`config.mk`:
```
export PLATFORM = sky130hd
export DESIGN_NAME = mem_word_access
export DESIGN_NICKNAME = d
export VERILOG_FILES = /design/src/rtl/mem_word_access_pkg.sv /design/src/rtl/mem_word_access.sv
export SDC_FILE = /design/constraint.sdc
export NUM_CORES = 1
export LEC_CHECK = 0
export CORE_ASPECT_RATIO = 0.7
export CORE_MARGIN = 5
export CORE_UTILIZATION = 30
export DETAILED_ROUTE_END_ITERATION = 10
export MAX_ROUTING_LAYER = met4
export PLACE_DENSITY = 0.62
export SYNTH_ARGS = -nofsm -noshare
export SYNTH_HDL_FRONTEND = slang
export SYNTH_SLANG_ARGS = --single-unit
```
`constraint.sdc`:
```
create_clock -name clk -period 2.2 [get_ports clk]
set_input_delay 0.44 -clock clk [delete_from_list [all_inputs] [get_ports clk]]
set_output_delay 0.44 -clock clk [all_outputs]
set_load 0.02 [all_outputs]
```
`src/rtl/mem_word_access_pkg.sv`:
```
// mem_word_access_pkg: state encodings, access-size codes and default
// geometry shared by the byte-wide RAM word-access initiator.
package mem_word_access_pkg;

  localparam int unsigned ADDR_WIDTH_DEF   = 12;
  localparam int unsigned READ_LATENCY_DEF = 1;
  localparam int unsigned READ_LATENCY_MAX = 3;

  typedef enum logic [2:0] {
    ST_IDLE       = 3'd0,
    ST_WR_LO      = 3'd1,
    ST_WR_HI      = 3'd2,
    ST_RD_LO      = 3'd3,
    ST_RD_LO_WAIT = 3'd4,
    ST_RD_HI      = 3'd5,
    ST_RD_HI_WAIT = 3'd6,
    ST_DONE       = 3'd7
  } state_e;

  typedef enum logic {
    SZ_BYTE = 1'b0,
    SZ_WORD = 1'b1
  } size_e;

  // Wait counter counts down from lat-1 to 0, so a
  // *_WAIT state lasts exactly lat cycles.
  function automatic logic [1:0] wait_reload(
    input int unsigned lat
  );
    if (lat == 0)
      return 2'd0;
    else if (lat > READ_LATENCY_MAX)
      return 2'(READ_LATENCY_MAX - 1);
    else
      return 2'(lat - 1);
  endfunction

endpackage

```
`src/rtl/mem_word_access.sv`:
```
// mem_word_access: CPU byte/word load-store initiator for the byte-wide
// on-chip RAM; word accesses split into two little-endian byte cycles.
//
// Ports:
//   clk, reset        system clock, async active-high reset
//   req               start access (sampled only in IDLE)
//   is_write/is_word  direction / size, sampled with req
//   address, wdata    byte address and store data, sampled with req
//   busy, done        handshake status, done is a 1-cycle pulse
//   rdata, fault      load result (byte zero-extended), fault with done
//   mem_*             RAM port: address, write data, read data, strobe
//
// Build option: MEM_ALIGN_FAULT_EN makes odd-address word accesses
// finish immediately with fault=1 and no RAM activity.
module mem_word_access
  import mem_word_access_pkg::*;
#(
  parameter int unsigned ADDR_WIDTH   = ADDR_WIDTH_DEF,
  parameter int unsigned READ_LATENCY = READ_LATENCY_DEF
) (
  input  logic                  clk,
  input  logic                  reset,
  input  logic                  req,
  input  logic                  is_write,
  input  logic                  is_word,
  input  logic [ADDR_WIDTH-1:0] address,
  input  logic [15:0]           wdata,
  output logic                  busy,
  output logic                  done,
  output logic [15:0]           rdata,
  output logic                  fault,
  output logic [ADDR_WIDTH-1:0] mem_address,
  output logic [7:0]            mem_data_out,
  input  logic [7:0]            mem_data_in,
  output logic                  mem_write_enable
);

  localparam logic [1:0] WAIT_RELOAD =
    wait_reload(READ_LATENCY);

  state_e                  state_q;
  size_e                   size_q;
  logic [ADDR_WIDTH-1:0]   addr_q;
  logic [7:0]              wdata_hi_q;
  logic [1:0]              wait_q;
  logic                    busy_q;
  logic                    done_q;
  logic                    we_q;
  logic [15:0]             rdata_q;
  logic [ADDR_WIDTH-1:0]   mem_addr_q;
  logic [7:0]              mem_dout_q;

  logic [ADDR_WIDTH-1:0]   addr_hi_d;
  logic                    wait_last_d;
  logic                    misalign_d;
  size_e                   size_d;

  // High byte lives at addr+1, wrapping at the top of RAM.
  assign addr_hi_d   = addr_q + ADDR_WIDTH'(1);
  assign wait_last_d = (wait_q == 2'd0);
  assign size_d      = is_word ? SZ_WORD : SZ_BYTE;

`ifdef MEM_ALIGN_FAULT_EN
  assign misalign_d = is_word & address[0];
`else
  assign misalign_d = 1'b0;
`endif

  always_ff @(posedge clk or posedge reset) begin
    if (reset) begin
      state_q    <= ST_IDLE;
      size_q     <= SZ_BYTE;
      addr_q     <= '0;
      wdata_hi_q <= '0;
      wait_q     <= '0;
      busy_q     <= 1'b0;
      done_q     <= 1'b0;
      we_q       <= 1'b0;
      rdata_q    <= '0;
      mem_addr_q <= '0;
      mem_dout_q <= '0;
    end else begin
      unique case (state_q)
        ST_IDLE: begin
          if (req) begin
            busy_q     <= 1'b1;
            size_q     <= size_d;
            addr_q     <= address;
            wdata_hi_q <= wdata[15:8];
            if (misalign_d) begin
              state_q <= ST_DONE;
              done_q  <= 1'b1;
            end else if (is_write) begin
              state_q    <= ST_WR_LO;
              mem_addr_q <= address;
              mem_dout_q <= wdata[7:0];
              we_q       <= 1'b1;
            end else begin
              state_q    <= ST_RD_LO;
              mem_addr_q <= address;
            end
          end
        end

        ST_WR_LO: begin
          if (size_q == SZ_WORD) begin
            state_q    <= ST_WR_HI;
            mem_addr_q <= addr_hi_d;
            mem_dout_q <= wdata_hi_q;
            we_q       <= 1'b1;
          end else begin
            state_q <= ST_DONE;
            we_q    <= 1'b0;
            done_q  <= 1'b1;
          end
        end

        ST_WR_HI: begin
          state_q <= ST_DONE;
          we_q    <= 1'b0;
          done_q  <= 1'b1;
        end

        ST_RD_LO: begin
          state_q <= ST_RD_LO_WAIT;
          wait_q  <= WAIT_RELOAD;
        end

        ST_RD_LO_WAIT: begin
          if (wait_last_d) begin
            // Byte loads zero-extend, so the high half
            // is cleared here for both sizes.
            rdata_q <= {8'h00, mem_data_in};
            if (size_q == SZ_WORD) begin
              state_q    <= ST_RD_HI;
              mem_addr_q <= addr_hi_d;
            end else begin
              state_q <= ST_DONE;
              done_q  <= 1'b1;
            end
          end else begin
            wait_q <= wait_q - 2'd1;
          end
        end

        ST_RD_HI: begin
          state_q <= ST_RD_HI_WAIT;
          wait_q  <= WAIT_RELOAD;
        end

        ST_RD_HI_WAIT: begin
          if (wait_last_d) begin
            rdata_q[15:8] <= mem_data_in;
            state_q       <= ST_DONE;
            done_q        <= 1'b1;
          end else begin
            wait_q <= wait_q - 2'd1;
          end
        end

        ST_DONE: begin
          state_q <= ST_IDLE;
          done_q  <= 1'b0;
          busy_q  <= 1'b0;
        end

        default: begin
          state_q <= ST_IDLE;
          busy_q  <= 1'b0;
          done_q  <= 1'b0;
          we_q    <= 1'b0;
        end
      endcase
    end
  end

`ifdef MEM_ALIGN_FAULT_EN
  logic fault_q;

  // Only the misaligned accept path enters DONE
  // directly, so fault is high exactly in that DONE.
  always_ff @(posedge clk or posedge reset) begin
    if (reset)
      fault_q <= 1'b0;
    else
      fault_q <= (state_q == ST_IDLE) && req && misalign_d;
  end

  assign fault = fault_q;
`else
  assign fault = 1'b0;
`endif

  assign busy             = busy_q;
  assign done             = done_q;
  assign rdata            = rdata_q;
  assign mem_address      = mem_addr_q;
  assign mem_data_out     = mem_dout_q;
  assign mem_write_enable = we_q;

endmodule
```
==> run metrics, run 1 <==
ys flop type dfrtp_1; cell taking the most area after synthesis dfrtp_1; Layout Area Growth over Synthesis 41.3%; core area 0.00976 sq mm; clock slew at reported path FFs 60 ps; crit path max fanout 9; post-synthesis sequential area ratio 53.8%; DRT antenna net count 0; Slew Viols, Final 0; DPL Wire Length 5.28 mm; register area 0.00163 sq mm; Post-synth EDFFs 0; Starting Density 31.0%; # H-tree levels 3; DRC Markers 0; # fillers 949; Warnings, synthesis 0; largest net degree at the start of global routing 56; CP Class in -> reg; leakage 0.00174 uW; Max Freq 544 MHz; fin crit period 1840 ps; TritonRoute pass-1 iters 4; Mapped Cells 278; Worst setup EP type flip-flop; max-cap viol count 0; Worst-Skew Late Latency 330 ps; total negative slack 0 ps; postcts setup bufs 0; top-area cell type share of the netlist area 53.8%; num rows 30; Placed Cells 479; Iter 0 DRT Violations 65; CTS tree done; CP startpoint kind primary input; distinct cell type count after synthesis 46; Syn Nets 321; RSZ-0062 raised after global routing false; Hold-fix buffers, CTS 0; Hold Violations, Final 0; Vias/cell 4.57; HP Class in -> async; Die Area 0.0122 sq mm; Root Driver clkbuf_16; synthesized area per cell 10.9 sq um; CTS Buf Count 9; DR WL/cell 14.4 um; Top Ports 81; asr flop ratio synth 100%; Final Setup Violations 0; Synth top cells by count 65 x dfrtp_1, 32 x nand2_1, 27 x mux2_2; Tcrit/Tclk final 83.6%; Multi-input gate area 0.00129 sq mm; share of layout cells above drive strength 1 16.1%; vias after detailed routing 2263; Die Y-Extent 94 um; initial antenna violation count 0; Power Density 1430 mW/mm^2; Yosys reg bits 65; routed wire length 7.15 mm; die width 130 um; total power 6130 uW; Non-Filler Instances 495; gpl congestion 0.788; all-layer global routing usage 13.1%; vias in the first global route 2400; GRT overflow 0; # diodes 0; clk sinks 65; PortBufs 79; FF-to-FF setup slack 380 ps; status completed; top cells by area, synth dfrtp_1 54%, mux2_2 10%, mux2i_1 4.0%; cts repair resizes 0; Clock Tree Buf Depth 2; crit path DAT 2030 ps; Clock Skew 7.20 ps; Max IR drop VDD 0.604 mV; cell with the most instances after synthesis dfrtp_1; first-pass GRT wire length 12.1 mm; post-synthesis cell area 0.00302 sq mm; nets@finish 405; Critical Path RT 2390 ps
-- layout by cell type, fill, tap and decap left out, drive strengths merged, types with 2 or more instances in the layout --
| master | synthesis | layout |
|---|---|---|
| xnor2 | 5 | 5 |
| o21ai | 23 | 23 |
| buf | 9 | 9 |
| clkdlybuf4s50 | 0 | 79 |
| nor3 | 5 | 5 |
| mux2i | 12 | 12 |
| nand3 | 10 | 10 |
| clkinvlp | 0 | 4 |
| ha | 2 | 2 |
| and4 | 2 | 2 |
| nor2 | 18 | 18 |
| nor2b | 2 | 2 |
| nand2 | 32 | 32 |
| clkbuf | 6 | 10 |
| o31ai | 4 | 4 |
| xor2 | 4 | 4 |
| nand2b | 2 | 2 |
| a21oi | 13 | 13 |
| or3b | 2 | 2 |
| and2 | 2 | 2 |
| dfrtp | 65 | 65 |
| a22oi | 4 | 4 |
| mux2 | 27 | 27 |
| nand3b | 2 | 2 |
| inv | 8 | 8 |
| a22o | 2 | 2 |
| nand4 | 3 | 3 |
| clkinv | 0 | 2 |
-- cells by family after synthesis --
kind of cell	count (synthesis)	share of synthesized area [%]
and+or+nand+nor	83	13.6
DFF	65	53.8
AOI/OAI and AO/OA	55	11.2
muxes	39	14.0
buffers and inverters	23	3.52
xor gates and xnor gates	9	2.61
adders and majority gates	3	1.16
other	1	0.124
-- power breakdown --
group | internal, uW | total (uW) | switching [uW]
clock network | 791 | 1320 | 527
registers | 1750 | 2200 | 453
logic | 1320 | 2610 | 1290
-- worst paths after layout --
path,from,to,depth (start not counted)
max,req,mem_address[7]$_DFFE_PP0P_,6
min,reset,mem_data_out[2]$_DFFE_PP0P_,2
max reg2reg,state_q[2]$_DFFE_PP0P_,mem_address[7]$_DFFE_PP0P_,5
min reg2reg,mem_address[2]$_DFFE_PP0P_,mem_address[2]$_DFFE_PP0P_,2
max in group asynchronous,reset,mem_address[1]$_DFFE_PP0P_,3
min in group clk,mem_address[2]$_DFFE_PP0P_,mem_address[2]$_DFFE_PP0P_,2
-- worst max-delay path: stages --
cell and delay, ps:
clkdlybuf4s50_1 500, or3b_4 420, a31o_1 230, buf_4 180, a22oi_1 140, o21ai_0 120
-- cell type report --
class                   instances  area share (%)
clock buffers                  10            5.59
clock inverters                 6            1.02
inverters                       8           0.703
multi-input cells             190            30.2
flip-flops and latches         65            38.1
well taps                     128            3.75
repair buffers                 88            20.7
-- sequential cells by signal (all words and copies together) (netlist names) --
name / flops
wait_q: 2
mem_data_out: 8
rdata: 16
done: 1
wdata_hi_q: 8
busy: 1
size_q: 1
state_q: 3
mem_address: 12
mem_write_enable: 1
addr_q: 12
-- metal layers --
| metal | track usage, % | vias up | wire (um) |
|---|---|---|---|
| li1 | - | 1144 | - |
| met1 | 17.9 | 1052 | 3550 |
| met2 | 17.8 | 59 | 3030 |
| met3 | 5.57 | 8 | 492 |
| met4 | 3.11 | 0 | 79 |
| met5 | - | - | 0 |
-- stage by stage --
stage	hold WS, ps	area (sq um)	utilization, %	worst slack (ps)
after detailed placement	475	3990	40.9	38.4
after CTS	356	4270	43.8	365
after global routing	366	4270	43.8	115
final	358	4270	43.8	362
after global placement	467	3990	40.9	60.8
after floorplan	480	3020	-	134
Note: power is estimated with default switching activity, not from simulation.
==> run 2: changes to the inputs <==
- clock period: 2.2 -> 1.5 ns (I/O delays scaled with it)
==> run metrics, run 2 (synthesized netlist as in run 1, its figures left out) <==
hold slack final 399 ps (+41.2 ps); FF-to-FF End mem_address[11]$_DFFE_PP0P_; status finished, violations left; initial antenna violation count 0 (unchanged); vias after detailed routing 2403 (+6.2%); die width 130 um (unchanged); share of layout cells above drive strength 1 23.9% (+7.8 points); Final Setup Violations 26 (+26); first-pass GRT wire length 12.9 mm (+6.5%); # H-tree levels 3 (unchanged); post-layout util 48.0% (+4.2 points); Die Y-Extent 94 um (unchanged); FF-to-FF setup slack -160 ps (-540 ps); Tcrit/Tclk final 111%; GRT overflow 0 (unchanged); DR WL/cell 15.3 um (+5.6%); CP Class reg -> reg; total negative slack -2190 ps (-2190 ps); crit path DAT 1890 ps (-140 ps); num rows 30 (unchanged); CP startpoint kind flip-flop; DRC Markers 0 (unchanged); max reg flops 16 (unchanged); Max Freq 603 MHz; gpl congestion 0.768 (-2.5%); failing checks negative setup slack; fin crit period 1660 ps; clock slew at reported path FFs 60 ps (about the same); TritonRoute pass-1 iters 4 (unchanged); PortBufs 79 (unchanged); Root Driver clkbuf_16; Hold Violations, Final 0 (unchanged); routed wire length 7.89 mm (+10%); Max IR drop VDD 0.968 mV (+60%); CTS tree done; # diodes 0 (unchanged); crit path max fanout 4 (-5); max-cap viol count 0 (unchanged); core area 0.00976 sq mm (unchanged); Vias/cell 4.65 (+1.7%); Reg-to-Reg Start state_q[2]$_DFFE_PP0P_; # fillers 927 (-2.3%); nets@finish 427 (+5.4%); RSZ-0062 raised after global routing true; Iter 0 DRT Violations 92 (+42%); Power Density 2150 mW/mm^2 (+50%); clk sinks 65 (unchanged); DRT antenna net count 0 (unchanged); Reg2Reg Depth 4 (-1); largest net degree at the start of global routing 66 (+18%); all-layer global routing usage 13.9% (+0.80 points); Clock Skew 4.49 ps (-2.71 ps); worst slack at placement -515 ps (-553 ps); Layout Area Growth over Synthesis 55.0%; HP Class in -> async; CTS Buf Count 9 (unchanged); DPL Wire Length 5.51 mm (+4.3%); Slew Viols, Final 0 (unchanged); leakage 0.00206 uW (+19%); commonest non-fill, non-tap cell in the layout dfrtp_1; Worst-Skew Late Latency 330 ps (about the same); Die Area 0.0122 sq mm (unchanged); fin worst setup slack -159 ps (-521 ps); Worst setup EP type flip-flop; Clock Tree Buf Depth 2 (unchanged); Top Ports 81 (unchanged); most frequent cells in the layout 65 x dfrtp_1, 40 x dlygate4sd2_1, 39 x clkdlybuf4s50_1, 32 x nand2_1, 22 x buf_4; vias in the first global route 2540 (+5.8%); Critical Path RT 1730 ps (-660 ps); Starting Density 31.0% (unchanged)
run 2: timing repair:
item	4_1_cts	5_1_grt
resized for setup	64	9
pin swaps	6	3
cloned	0	0
hold buffers	0	0
setup endpoints to repair	80	46
setup buffers	1	1
run 2: worst max-delay path, cell delays in order, from the launching register on:
cell      delay, ps
dfrtp_1         370
or3b_4          430
a31o_4          250
or3b_1          390
o211ai_1        110
run 2: through the flow:
stage	total power (uW)	cells	instance area, sq um
after floorplan	5620	278	3070
after global placement	7580	499	4230
after detailed placement	7680	499	4230
after CTS	10100	516	4640
after global routing	10800	517	4690
final	10100	517	4690
run 2: report_power, final:
| part | leakage, uW | internal [uW] | total [uW] | switching (uW) |
|---|---|---|---|---|
| Sequential | 0.000792 | 2560 | 3130 | 566 |
| Combinational | 0.00109 | 2210 | 4490 | 2270 |
| Clock | 0.000173 | 1720 | 2470 | 752 |
| Total | 0.00206 | 6500 | 10100 | 3590 |
run 2: how the worst max path moves through the flow:
| stage | startpoint | endpoint | slack [ps] | depth (start not counted) |
|---|---|---|---|---|
| 2_1_floorplan | state_q[2]$_DFFE_PP0P_ | addr_q[4]$_DFFE_PP0P_ | -180 | 5 |
| 3_3_place_gp | req | mem_address[11]$_DFFE_PP0P_ | -480 | 5 |
| 3_5_place_dp | req | mem_address[11]$_DFFE_PP0P_ | -520 | 5 |
| 4_1_cts | state_q[2]$_DFFE_PP0P_ | mem_address[11]$_DFFE_PP0P_ | -160 | 4 |
| 5_1_grt | state_q[2]$_DFFE_PP0P_ | mem_address[11]$_DFFE_PP0P_ | -190 | 4 |
| 6_report | state_q[2]$_DFFE_PP0P_ | mem_address[11]$_DFFE_PP0P_ | -160 | 4 |
run 2: routing by layer:
layer  routed length, um  share of wire (%)  global-route usage (%)
met1                3840                 49                    18.5
met2                3620                 46                    20.6
met3                 372                4.7                    4.20
met4                  51               0.65                    3.89
met5                   0                  0                       -
run 2: layout make-up:
| class | count | area [sq um] | share of cell area [%] |
|---|---|---|---|
| Multi-Input combinational cell | 190 | 1440 | 30.8 |
| Inverter | 8 | 33.8 | 0.721 |
| Clock inverter | 4 | 98.8 | 2.11 |
| Timing Repair Buffer | 110 | 1070 | 22.8 |
| Sequential cell | 65 | 1630 | 34.7 |
| Clock buffer | 12 | 256 | 5.47 |
| Tap cell | 128 | 160 | 3.42 |
